==> src/rtl/fft_cfg_pkg.sv <==
// Shared configuration for the FFT input path.
// Holds the capture sequencer state encoding and a frame-length helper.
package fft_cfg_pkg;

  typedef enum logic [1:0] {
    IDLE = 2'd0,
    CAPT = 2'd1,
    GAP  = 2'd2,
    HALT = 2'd3
  } state_t;

  // Frame length in samples for a given log2 size.
  function automatic int unsigned frame_len(input int unsigned nall);
    return 32'd1 << nall;
  endfunction

endpackage

==> src/rtl/mod_counter.sv <==
// Modulo counter with programmable wrap value.
// Ports:
//   areset  async active-low reset
//   clk     clock
//   clr     synchronous clear to 0 (wins over en)
//   en      advance by one
//   wrap    last value before the counter returns to 0
//   count   current value
//   tc      high while count equals wrap
module mod_counter #(
  parameter int W = 4
) (
  input  logic         areset,
  input  logic         clk,
  input  logic         clr,
  input  logic         en,
  input  logic [W-1:0] wrap,
  output logic [W-1:0] count,
  output logic         tc
);

  assign tc = (count == wrap);

  // NOTE: sequential state uses non-blocking assignments so every flop samples
  // pre-edge values regardless of process ordering.
  always_ff @(posedge clk or negedge areset) begin
    if (!areset)  count <= '0;
    else if (clr) count <= '0;
    else if (en)  count <= tc ? '0 : count + 1'b1;
  end

endmodule

==> src/rtl/ad_frame_ctrl.sv <==
// ADC-side capture sequencer: selects which ADC samples are written into the
// input CDC FIFO, always in whole frames of 2^NALL samples.
// Ports:
//   areset, clk_ad      async active-low reset, ADC clock
//   start, stop         one-cycle capture / stop requests
//   mode_cont           1 = continuous frames, 0 = single frame (latched on start)
//   decim               keep 1 of every decim+1 valid samples (latched on start)
//   gap                 accepted slots skipped between frames (latched on start)
//   adc_valid, adc_data ADC sample stream
//   fifo_full           FIFO full flag, write-clock domain
//   en_ad, din_ad       FIFO write strobe and data, one clock after acceptance
//   frame_start/done    pulses on first / last write of a frame
//   busy                high in CAPT or GAP
//   ovf_err             sticky overflow flag
//   frame_cnt           frames completed since the last start
module ad_frame_ctrl
  import fft_cfg_pkg::*;
#(
  parameter int width = 16,
  parameter int NALL  = 9,
  parameter int DW    = 4,
  parameter int GW    = 8,
  parameter int FCW   = 16
) (
  input  logic             areset,
  input  logic             clk_ad,
  input  logic             start,
  input  logic             stop,
  input  logic             mode_cont,
  input  logic [DW-1:0]    decim,
  input  logic [GW-1:0]    gap,
  input  logic             adc_valid,
  input  logic [width-1:0] adc_data,
  input  logic             fifo_full,
  output logic             en_ad,
  output logic [width-1:0] din_ad,
  output logic             frame_start,
  output logic             frame_done,
  output logic             busy,
  output logic             ovf_err,
  output logic [FCW-1:0]   frame_cnt
);

  localparam int unsigned     FRAME_LEN   = frame_len(NALL);
  localparam logic [NALL-1:0] LAST_SAMPLE = NALL'(FRAME_LEN - 1);

  state_t state, state_nx;

  logic [DW-1:0]   decim_q;
  logic [GW-1:0]   gap_q;
  logic            cont_q;
  logic            stop_pend;

  logic [DW-1:0]   dcnt;
  logic            d_tc;
  logic [NALL-1:0] scnt;
  logic            s_tc;
  logic [GW-1:0]   gcnt;
  logic            g_tc;

  logic            active;     // CAPT or GAP
  logic            slot;       // accepted slot after decimation
  logic            go;         // capture (re)start
  logic            wr;         // issue a FIFO write next cycle
  logic            ovf_set;
  logic            frame_end;
  logic            gap_slot;

  assign active = (state == CAPT) || (state == GAP);
  assign busy   = active;
  assign slot   = adc_valid && (dcnt == '0);

  // Decimation phase runs through CAPT and GAP so gap slots use the same
  // sample grid as the frame writes.
  mod_counter #(.W(DW)) u_decim_cnt (
    .areset (areset),
    .clk    (clk_ad),
    .clr    (go),
    .en     (adc_valid && active),
    .wrap   (decim_q),
    .count  (dcnt),
    .tc     (d_tc)
  );

  mod_counter #(.W(NALL)) u_sample_cnt (
    .areset (areset),
    .clk    (clk_ad),
    .clr    (go),
    .en     (wr),
    .wrap   (LAST_SAMPLE),
    .count  (scnt),
    .tc     (s_tc)
  );

  // Held at 0 outside GAP so every gap starts from a fresh count.
  mod_counter #(.W(GW)) u_gap_cnt (
    .areset (areset),
    .clk    (clk_ad),
    .clr    (state != GAP),
    .en     (gap_slot),
    .wrap   (gap_q - 1'b1),
    .count  (gcnt),
    .tc     (g_tc)
  );

  // Counter outputs this block has no use for.
  logic unused_cnt;
  assign unused_cnt = ^{d_tc, gcnt};

  always_ff @(posedge clk_ad or negedge areset) begin
    if (!areset) state <= IDLE;
    else         state <= state_nx;
  end

  // NOTE: every signal written here gets a default first, so no path through
  // the case leaves one unassigned and no latch is inferred.
  always_comb begin
    state_nx  = state;
    go        = 1'b0;
    wr        = 1'b0;
    ovf_set   = 1'b0;
    frame_end = 1'b0;
    gap_slot  = 1'b0;
    case (state)
      IDLE: begin
        if (start && !stop) begin
          go       = 1'b1;
          state_nx = CAPT;
        end
      end
      CAPT: begin
        if (slot) begin
          // Full is judged in the accepting cycle; the registered write that
          // would follow is dropped and the whole capture halts.
          if (fifo_full) begin
            ovf_set  = 1'b1;
            state_nx = HALT;
          end else begin
            wr = 1'b1;
            if (s_tc) begin
              frame_end = 1'b1;
              if (!cont_q || stop_pend || stop) state_nx = IDLE;
              else if (gap_q != '0)             state_nx = GAP;
              else                              state_nx = CAPT;
            end
          end
        end
      end
      GAP: begin
        if (stop) begin
          state_nx = IDLE;
        end else if (slot) begin
          gap_slot = 1'b1;
          if (g_tc) state_nx = CAPT;
        end
      end
      HALT: begin
        if (stop) begin
          state_nx = IDLE;
        end else if (start) begin
          go       = 1'b1;
          state_nx = CAPT;
        end
      end
      default: state_nx = IDLE;
    endcase
  end

  always_ff @(posedge clk_ad or negedge areset) begin
    if (!areset) begin
      decim_q     <= '0;
      gap_q       <= '0;
      cont_q      <= 1'b0;
      stop_pend   <= 1'b0;
      en_ad       <= 1'b0;
      din_ad      <= '0;
      frame_start <= 1'b0;
      frame_done  <= 1'b0;
      ovf_err     <= 1'b0;
      frame_cnt   <= '0;
    end else begin
      if (go) begin
        decim_q <= decim;
        gap_q   <= gap;
        cont_q  <= mode_cont;
      end

      if (go || state_nx == IDLE)  stop_pend <= 1'b0;
      else if (state == CAPT && stop) stop_pend <= 1'b1;

      en_ad       <= wr;
      frame_start <= wr && (scnt == '0);
      frame_done  <= frame_end;
      if (wr) din_ad <= adc_data;

      if (go)           ovf_err <= 1'b0;
      else if (ovf_set) ovf_err <= 1'b1;

      if (go)             frame_cnt <= '0;
      else if (frame_end) frame_cnt <= frame_cnt + 1'b1;
    end
  end

endmodule

==> config.mk <==
export PLATFORM = sky130hd
export DESIGN_NAME = ad_frame_ctrl
export DESIGN_NICKNAME = d
export VERILOG_FILES = /design/src/rtl/fft_cfg_pkg.sv /design/src/rtl/mod_counter.sv /design/src/rtl/ad_frame_ctrl.sv
export SDC_FILE = /design/constraint.sdc
export NUM_CORES = 1
export LEC_CHECK = 0
export ABC_CLOCK_PERIOD_IN_PS = 2350
export CORE_MARGIN = 2
export CORE_UTILIZATION = 47
export CTS_CLUSTER_SIZE = 10
export DETAILED_ROUTE_END_ITERATION = 6
export PLACE_DENSITY = 0.78
export SYNTH_ARGS = -nofsm -noshare
export SYNTH_HDL_FRONTEND = slang
export SYNTH_SLANG_ARGS = --single-unit
export TNS_END_PERCENT = 50
==> constraint.sdc <==
create_clock -name clk_ad -period 2.35 [get_ports clk_ad]
set_input_delay 0.3525 -clock clk_ad [delete_from_list [all_inputs] [get_ports clk_ad]]
set_output_delay 0.3525 -clock clk_ad [all_outputs]
set_load 0.05 [all_outputs]
Word level (Yosys, flattened, before mapping)
Index checks and enable logic that the tools add are counted.
{"block": "word_totals", "reg_bits": 73, "elab_cells": 92, "inputBits": 35, "output_inout_bits": 37}
{"block": "classes", "n_addsub": 5, "mux": 44, "n_reduce_logical": 22, "eq_ne": 7}
{"operator": "2-to-1 mux 16 bit", "count": 2}
{"operator": "2-to-1 mux 9 bit", "count": 3}
{"operator": "2-to-1 mux 8 bit", "count": 3}
{"operator": "2-to-1 mux 2 bit", "count": 11}
{"operator": "2-to-1 mux 1 bit", "count": 20}
{"operator": "adder 16 x 1 -> 16 bit, second input constant", "count": 1}
{"operator": "2-to-1 mux 4 bit", "count": 3}
{"operator": "nonzero test 2 bit", "count": 6}
{"operator": "adder 9 x 1 -> 9 bit, second input constant", "count": 1}
{"operator": "equality test 9 bit, second input constant", "count": 1}
{"operator": "zero test 9 bit", "count": 1}
{"operator": "adder 8 x 1 -> 8 bit, second input constant", "count": 1}
{"operator": "equality test 8 bit", "count": 1}
{"operator": "case mux 2 bit (4 select lines)", "count": 1}
{"operator": "nonzero test 8 bit", "count": 1}
{"operator": "subtractor 8 x 1 -> 8 bit, second input constant", "count": 1}
{"operator": "logical AND 1 bit", "count": 5}
{"operator": "adder 4 x 1 -> 4 bit, second input constant", "count": 1}
{"operator": "equality test 2 bit, second input constant", "count": 2}
{"operator": "equality test 4 bit", "count": 1}
{"operator": "zero test 2 bit", "count": 2}
{"operator": "zero test 4 bit", "count": 1}
{"operator": "logical OR 1 bit", "count": 4}
{"operator": "equality test 2 x 1 -> 1 bit, second input constant", "count": 1}
{"operator": "other kinds (3)", "count": 4}

Logic depth before layout (Yosys ltp)
{"block": "logic_depth", "ltp_word": 11, "mapped_depth": 11, "mapped_depth_nobuf": 10}

By module
Synthesis repeated with hierarchy kept, for this count alone.
{"block": "hier_totals", "cells_unflattened": 392, "hier_area_um2": 4068.9}
{"mod": "ad_frame_ctrl", "area_per_inst_um2": 2677.6, "cells_each": 252, "seq_area_each_um2": 1301.2, "n_inst": 1}
{"mod": "mod_counter at u_sample_cnt", "area_per_inst_um2": 579.3, "cells_each": 57, "seq_area_each_um2": 225.2, "n_inst": 1}
{"mod": "mod_counter at u_gap_cnt", "area_per_inst_um2": 528.0, "cells_each": 56, "seq_area_each_um2": 200.2, "n_inst": 1}
{"mod": "mod_counter at u_decim_cnt", "area_per_inst_um2": 284.0, "cells_each": 27, "seq_area_each_um2": 100.1, "n_inst": 1}

Least setup slack after synthesis
Ideal clock, no wire load.
{"block": "synth_path", "path_kind": "register to register", "from": "reg state[0]", "to": "reg frame_cnt[0]", "n_path_buf": 3, "arrival_time_ns": 2.197, "setup_slack_ns": 0.021, "synth_period_minus_slack_ns": 2.329, "required_ns": 2.218, "setup_ns": 0.132, "path_stages_with_launch": 8, "cell_sequence": "dfrtp_1 -> inv_1 -> ha_1 -> nor3_1 -> buf_2 -> buf_2 -> buf_1 -> nor2_1"}
{"block": "synth_between", "elab_chain_cells": 3, "word_cells_on_any_way": 7, "classes_between": "2 x eq/ne; 3 x mux; 2 x reduce/logical"}
{"element": "from (decl)", "line_no": "ad_frame_ctrl.sv:47", "text": "state_t state, state_nx;"}
{"element": "from (signal assigned)", "line_no": "ad_frame_ctrl.sv:112", "text": "else state <= state_nx;"}
{"element": "equality test 2 bit (tied with other cells)", "line_no": "ad_frame_ctrl.sv:124", "text": "case (state)"}
{"element": "case mux 1 bit (2 select lines) / 2-to-1 mux 1 bit (equally long branches)", "line_no": "ad_frame_ctrl.sv:124"}
{"element": "2-to-1 mux 16 bit / nonzero test 2 bit (equally long branches)"}
{"element": "to (signal assigned)", "line_no": "ad_frame_ctrl.sv:200", "text": "else if (frame_end) frame_cnt <= frame_cnt + 1'b1;"}
{"element": "to (decl)", "line_no": "ad_frame_ctrl.sv:41", "text": "output logic [FCW-1:0] frame_cnt"}
Several ways; a longest one is shown, not always the timed one.
A chain may end at the register's enable or synchronous reset.

Final worst setup path
{"block": "layout_path", "from": "reg gap_q[0]", "to": "reg stop_pend"}
{"block": "layout_between", "elab_chain_cells": 10, "word_cells_on_any_way": 16, "classes_between": "1 x add/sub; 1 x eq/ne; 10 x mux; 4 x reduce/logical"}
{"element": "from (decl)", "line_no": "ad_frame_ctrl.sv:50", "text": "logic [GW-1:0] gap_q;"}
{"element": "from (signal assigned)", "line_no": "ad_frame_ctrl.sv:184", "text": "gap_q <= gap;"}
{"element": "parallel branches: the longest is 6 deep, another holds subtractor 8 x 1 -> 8 bit"}
{"element": "case mux 2 bit (4 select lines) (*)", "line_no": "ad_frame_ctrl.sv:124"}
{"element": "named net state_nx[1]", "line_no": "ad_frame_ctrl.sv:47"}
{"element": "zero test 2 bit (*)", "line_no": "ad_frame_ctrl.sv:188", "text": "if (go || state_nx == IDLE) stop_pend <= 1'b0;"}
{"element": "logical OR 1 bit (*)", "line_no": "ad_frame_ctrl.sv:188"}
{"element": "2-to-1 mux 1 bit / nonzero test 2 bit (equally long branches)"}
{"element": "to (signal assigned)", "line_no": "ad_frame_ctrl.sv:174", "text": "stop_pend <= 1'b0;"}
{"element": "to (signal assigned)", "line_no": "ad_frame_ctrl.sv:188"}
{"element": "to (signal assigned)", "line_no": "ad_frame_ctrl.sv:189", "text": "else if (state == CAPT && stop) stop_pend <= 1'b1;"}
{"element": "to (decl)", "line_no": "ad_frame_ctrl.sv:52", "text": "logic stop_pend;"}
Mark *: on every way through the listed nets, which the timed path passes.

==> metrics.csv <==
stage;metric;value;unit
status;outcome;finished, final reports clean;
setup_path;Setup Crit Path Kind;flop to flop;
synthesis;cell count after synthesis;393;
setup_path;Cell Chain, Critical Path;inv_2 -> ha_2 -> nor3b_4 -> xnor2_1 -> nand3b_1 -> or4_4 -> o211a_1 -> o21a_1;
setup_path;Required @ worst endpoint;2.59;ns
synthesis;Seq/Total Area, Yosys;48.5;%
power_and_ir_drop;Pwr per Cell Area;1060;nW/µm²
clocking;root buf cell;clkbuf_8;
synthesis;Synth area leaders;dfrtp_1 48%, nand2_1 7.4%, xor2_1 4.9%;
route;DRT iter0 DRCs;102;
die;die area;8750;µm²
clocking;htree depth;3;
route;drt total wl;8480;µm
route;DR vias;3116;
cells_and_area;Area Growth Syn to Fin;32.0;%
die;I/O Pins;72;
synthesis;Main synth FF type;dfrtp_1;
timing;hold slack final;0.475;ns
setup_path;Worst R2R Setup Slack;0.07;ns
synthesis;Syn Area/Cell;9.59;µm²
timing;setup tns final;0;ns
timing;worst-margin pin slew;0.601;ns
route;post-route ant nets;0;
synthesis;Synth cell types;51;
synthesis;flops & latches, synth;73;
timing;Hold Violations, Final;0;
grt;GRT Total Usage;20.4;%
synthesis;area leader, netlist;dfrtp_1;
setup_path;Arr. time, crit path;2.51;ns
timing;FMAX;440;MHz
power_and_ir_drop;Pleak;2.24;nW
synthesis;Async SR Flop Fraction;100;%
cells_and_area;antenna cells;0;
synthesis;Synth top area share;48.5;%
cells_and_area;# fillers;632;
timing;Tcrit/Tclk final;96.8;%
timing;final count of pins violating max slew;0;
timing;Tmin final;2.28;ns
flow_run;max-cap violations;0;
grt;first-pass GRT wire length;14400;µm
placed_design;number of I/O port buffers;71;
grt;largest net degree at the start of global routing;43;
power_and_ir_drop;Worst VDD drop;0.634;mV
synthesis;Mapped Area;3770;µm²
die;# rows;32;
grt;initial antenna violation count;0;
die;die width;93.5;µm
synthesis;EDFF count, synth;0;
synthesis;Post-Syn Nets;442;
setup_path;critical path peak fanout;5;
cells_and_area;Multi-input gate area;1880;µm²
cells_and_area;final core occ;64.4;%
cells_and_area;sequential cell area;1830;µm²
clocking;worst-skew pair later-pin latency;0.34;ns
cells_and_area;layout cell share with drive strength beyond 1;14.1;%
clocking;total CTS buffers;9;
die;Core Region;7730;µm²
min_path;Hold Crit Class;input port to asynchronous set/reset pin;
synthesis;Post-synth top cells;74 x nand2_1, 73 x dfrtp_1, 38 x nor2_1;
route;DRC;0;
clocking;CTS tree;done;
die;Die Span Y;93.5;µm
timing;Final setup viols;0;
die;Starting Density;48.8;%
timing;clock skew;0.0111;ns
timing;Max-slew headroom;59.6;%
route;drt via density;5.25;
setup_path;CP Launch Type;flop;
grt;gr ovfl total;0;
timing;unrepaired setup endpoints after global routing;true;
power_and_ir_drop;total chip power;0.00525;W
route;first-pass iteration count of the detailed router;5;
cells_and_area;fin nets;536;
synthesis;Ys Warns;0;
clocking;CTS Sinks;73;
setup_path;slowest stage delay, CP;0.59;ns
grt;via count of the first global-routing pass;3137;
synthesis;most common cell in the netlist;nand2_1;
setup_path;slowest stage cell, crit path;or4_4;
route;wire per inst;14.3;µm
clocking;clk slew on worst S/H paths;0.08;ns
setup_path;Crit. End Element;flop;
placed_design;post-DP HPWL;6080;µm
placed_design;Final GP Congestion;0.849;
clocking;clk buf depth;2;
-- worst paths after layout --
| path | from | depth (start not counted) | end |
|---|---|---|---|
| max | gap_q[0] | 8 | stop_pend |
| min | areset | 2 | gap_q[3] |
| max reg2reg | gap_q[0] | 8 | stop_pend |
| min reg2reg | din_ad[3] | 2 | din_ad[3] |
| max in group asynchronous | areset | 3 | u_sample_cnt.count[1] |
| min in group clk_ad | din_ad[3] | 2 | din_ad[3] |
-- cell families (layout without fill, tap and decap cells) --
group / Yosys count / count (layout) / share of synthesized area (%)
xor+xnor: 35 / 35 / 8.14
simple gates: 179 / 179 / 24.0
fa+ha+maj: 14 / 14 / 4.65
compound gates: 53 / 53 / 8.27
mux: 13 / 13 / 3.82
flops: 73 / 73 / 48.5
buf+inv: 26 / 124 / 2.66
-- power breakdown --
| group | internal (W) | leakage, nW | switching (W) |
|---|---|---|---|
| clock | 0.000478 | 0.0909 | 0.000462 |
| combinational | 0.000971 | 1.19 | 0.00146 |
| sequential | 0.00159 | 0.962 | 0.000293 |
| total | 0.00303 | 2.24 | 0.00222 |
-- metal layers --
layer	global-route usage, %	vias to the layer above	wire [µm]
li1	-	1516	-
met1	25.3	1499	3790
met5	0	-	0
met3	4.75	16	455
met4	7.25	0	131
met2	35.0	85	4100
-- sequential cells by signal, summed over array words and instances, names as in the netlist --
signal	flops
u_sample_cnt.count	9
decim_q	4
u_gap_cnt.count	8
frame_start	1
u_decim_cnt.count	4
cont_q	1
frame_cnt	16
gap_q	8
stop_pend	1
frame_done	1
din_ad	16
ovf_err	1
state	2
en_ad	1
-- metrics by stage --
stage / setup slack (ns) / cells / cell area, µm²
floorplan: 0.0210 / 393 / 3770
global placement: 0.0495 / 574 / 4720
detailed placement: -0.0272 / 574 / 4720
CTS: 0.00987 / 590 / 4940
global route: -0.0531 / 593 / 4970
finish: 0.0748 / 593 / 4970
-- area by class of cell --
class                           instances  share of cell area (%)
Multi-Input combinational cell        294                    37.8
Sequential cell                        73                    36.7
Timing Repair Buffer                   95                    18.1
Tap cell                              102                    2.57
Clock buffer                            9                    2.49
Clock inverter                          6                    1.21
Inverter                               14                    1.06
-- cell usage in the layout (no fill, tap or decap), types with 12 or more instances in the layout --
| cell type | netlist | layout |
|---|---|---|
| nand2_1 | 74 | 74 |
| dfrtp_1 | 73 | 73 |
| clkdlybuf4s50_1 | 0 | 69 |
| nor2_1 | 38 | 38 |
| buf_4 | 0 | 24 |
| xor2_1 | 21 | 21 |
| a21oi_1 | 19 | 19 |
| nand3_1 | 19 | 19 |
| o21ai_0 | 15 | 15 |
| xnor2_1 | 14 | 14 |
| ha_1 | 14 | 12 |
-- what timing repair did --
| item | in CTS | in global routing |
|---|---|---|
| endpoints found under the hold margin | 31 | 0 |
| endpoints found under the setup margin | 2 | 15 |
| setup buffers | 0 | 3 |
| hold buffers | 1 | 0 |
| gates resized for setup | 4 | 4 |
| pin swaps | 0 | 3 |
-- critical path: cells and delay by family (launching register included) --
family                     cells  cell delay, ns
adders and majority gates      1            0.18
DFF                            1            0.41
buffers and inverters          1            0.08
AOI/OAI and AO/OA              2            0.44
xor gates and xnor gates       1            0.15
and+or+nand+nor                3            0.91
Power figures use the tool's default switching activity.
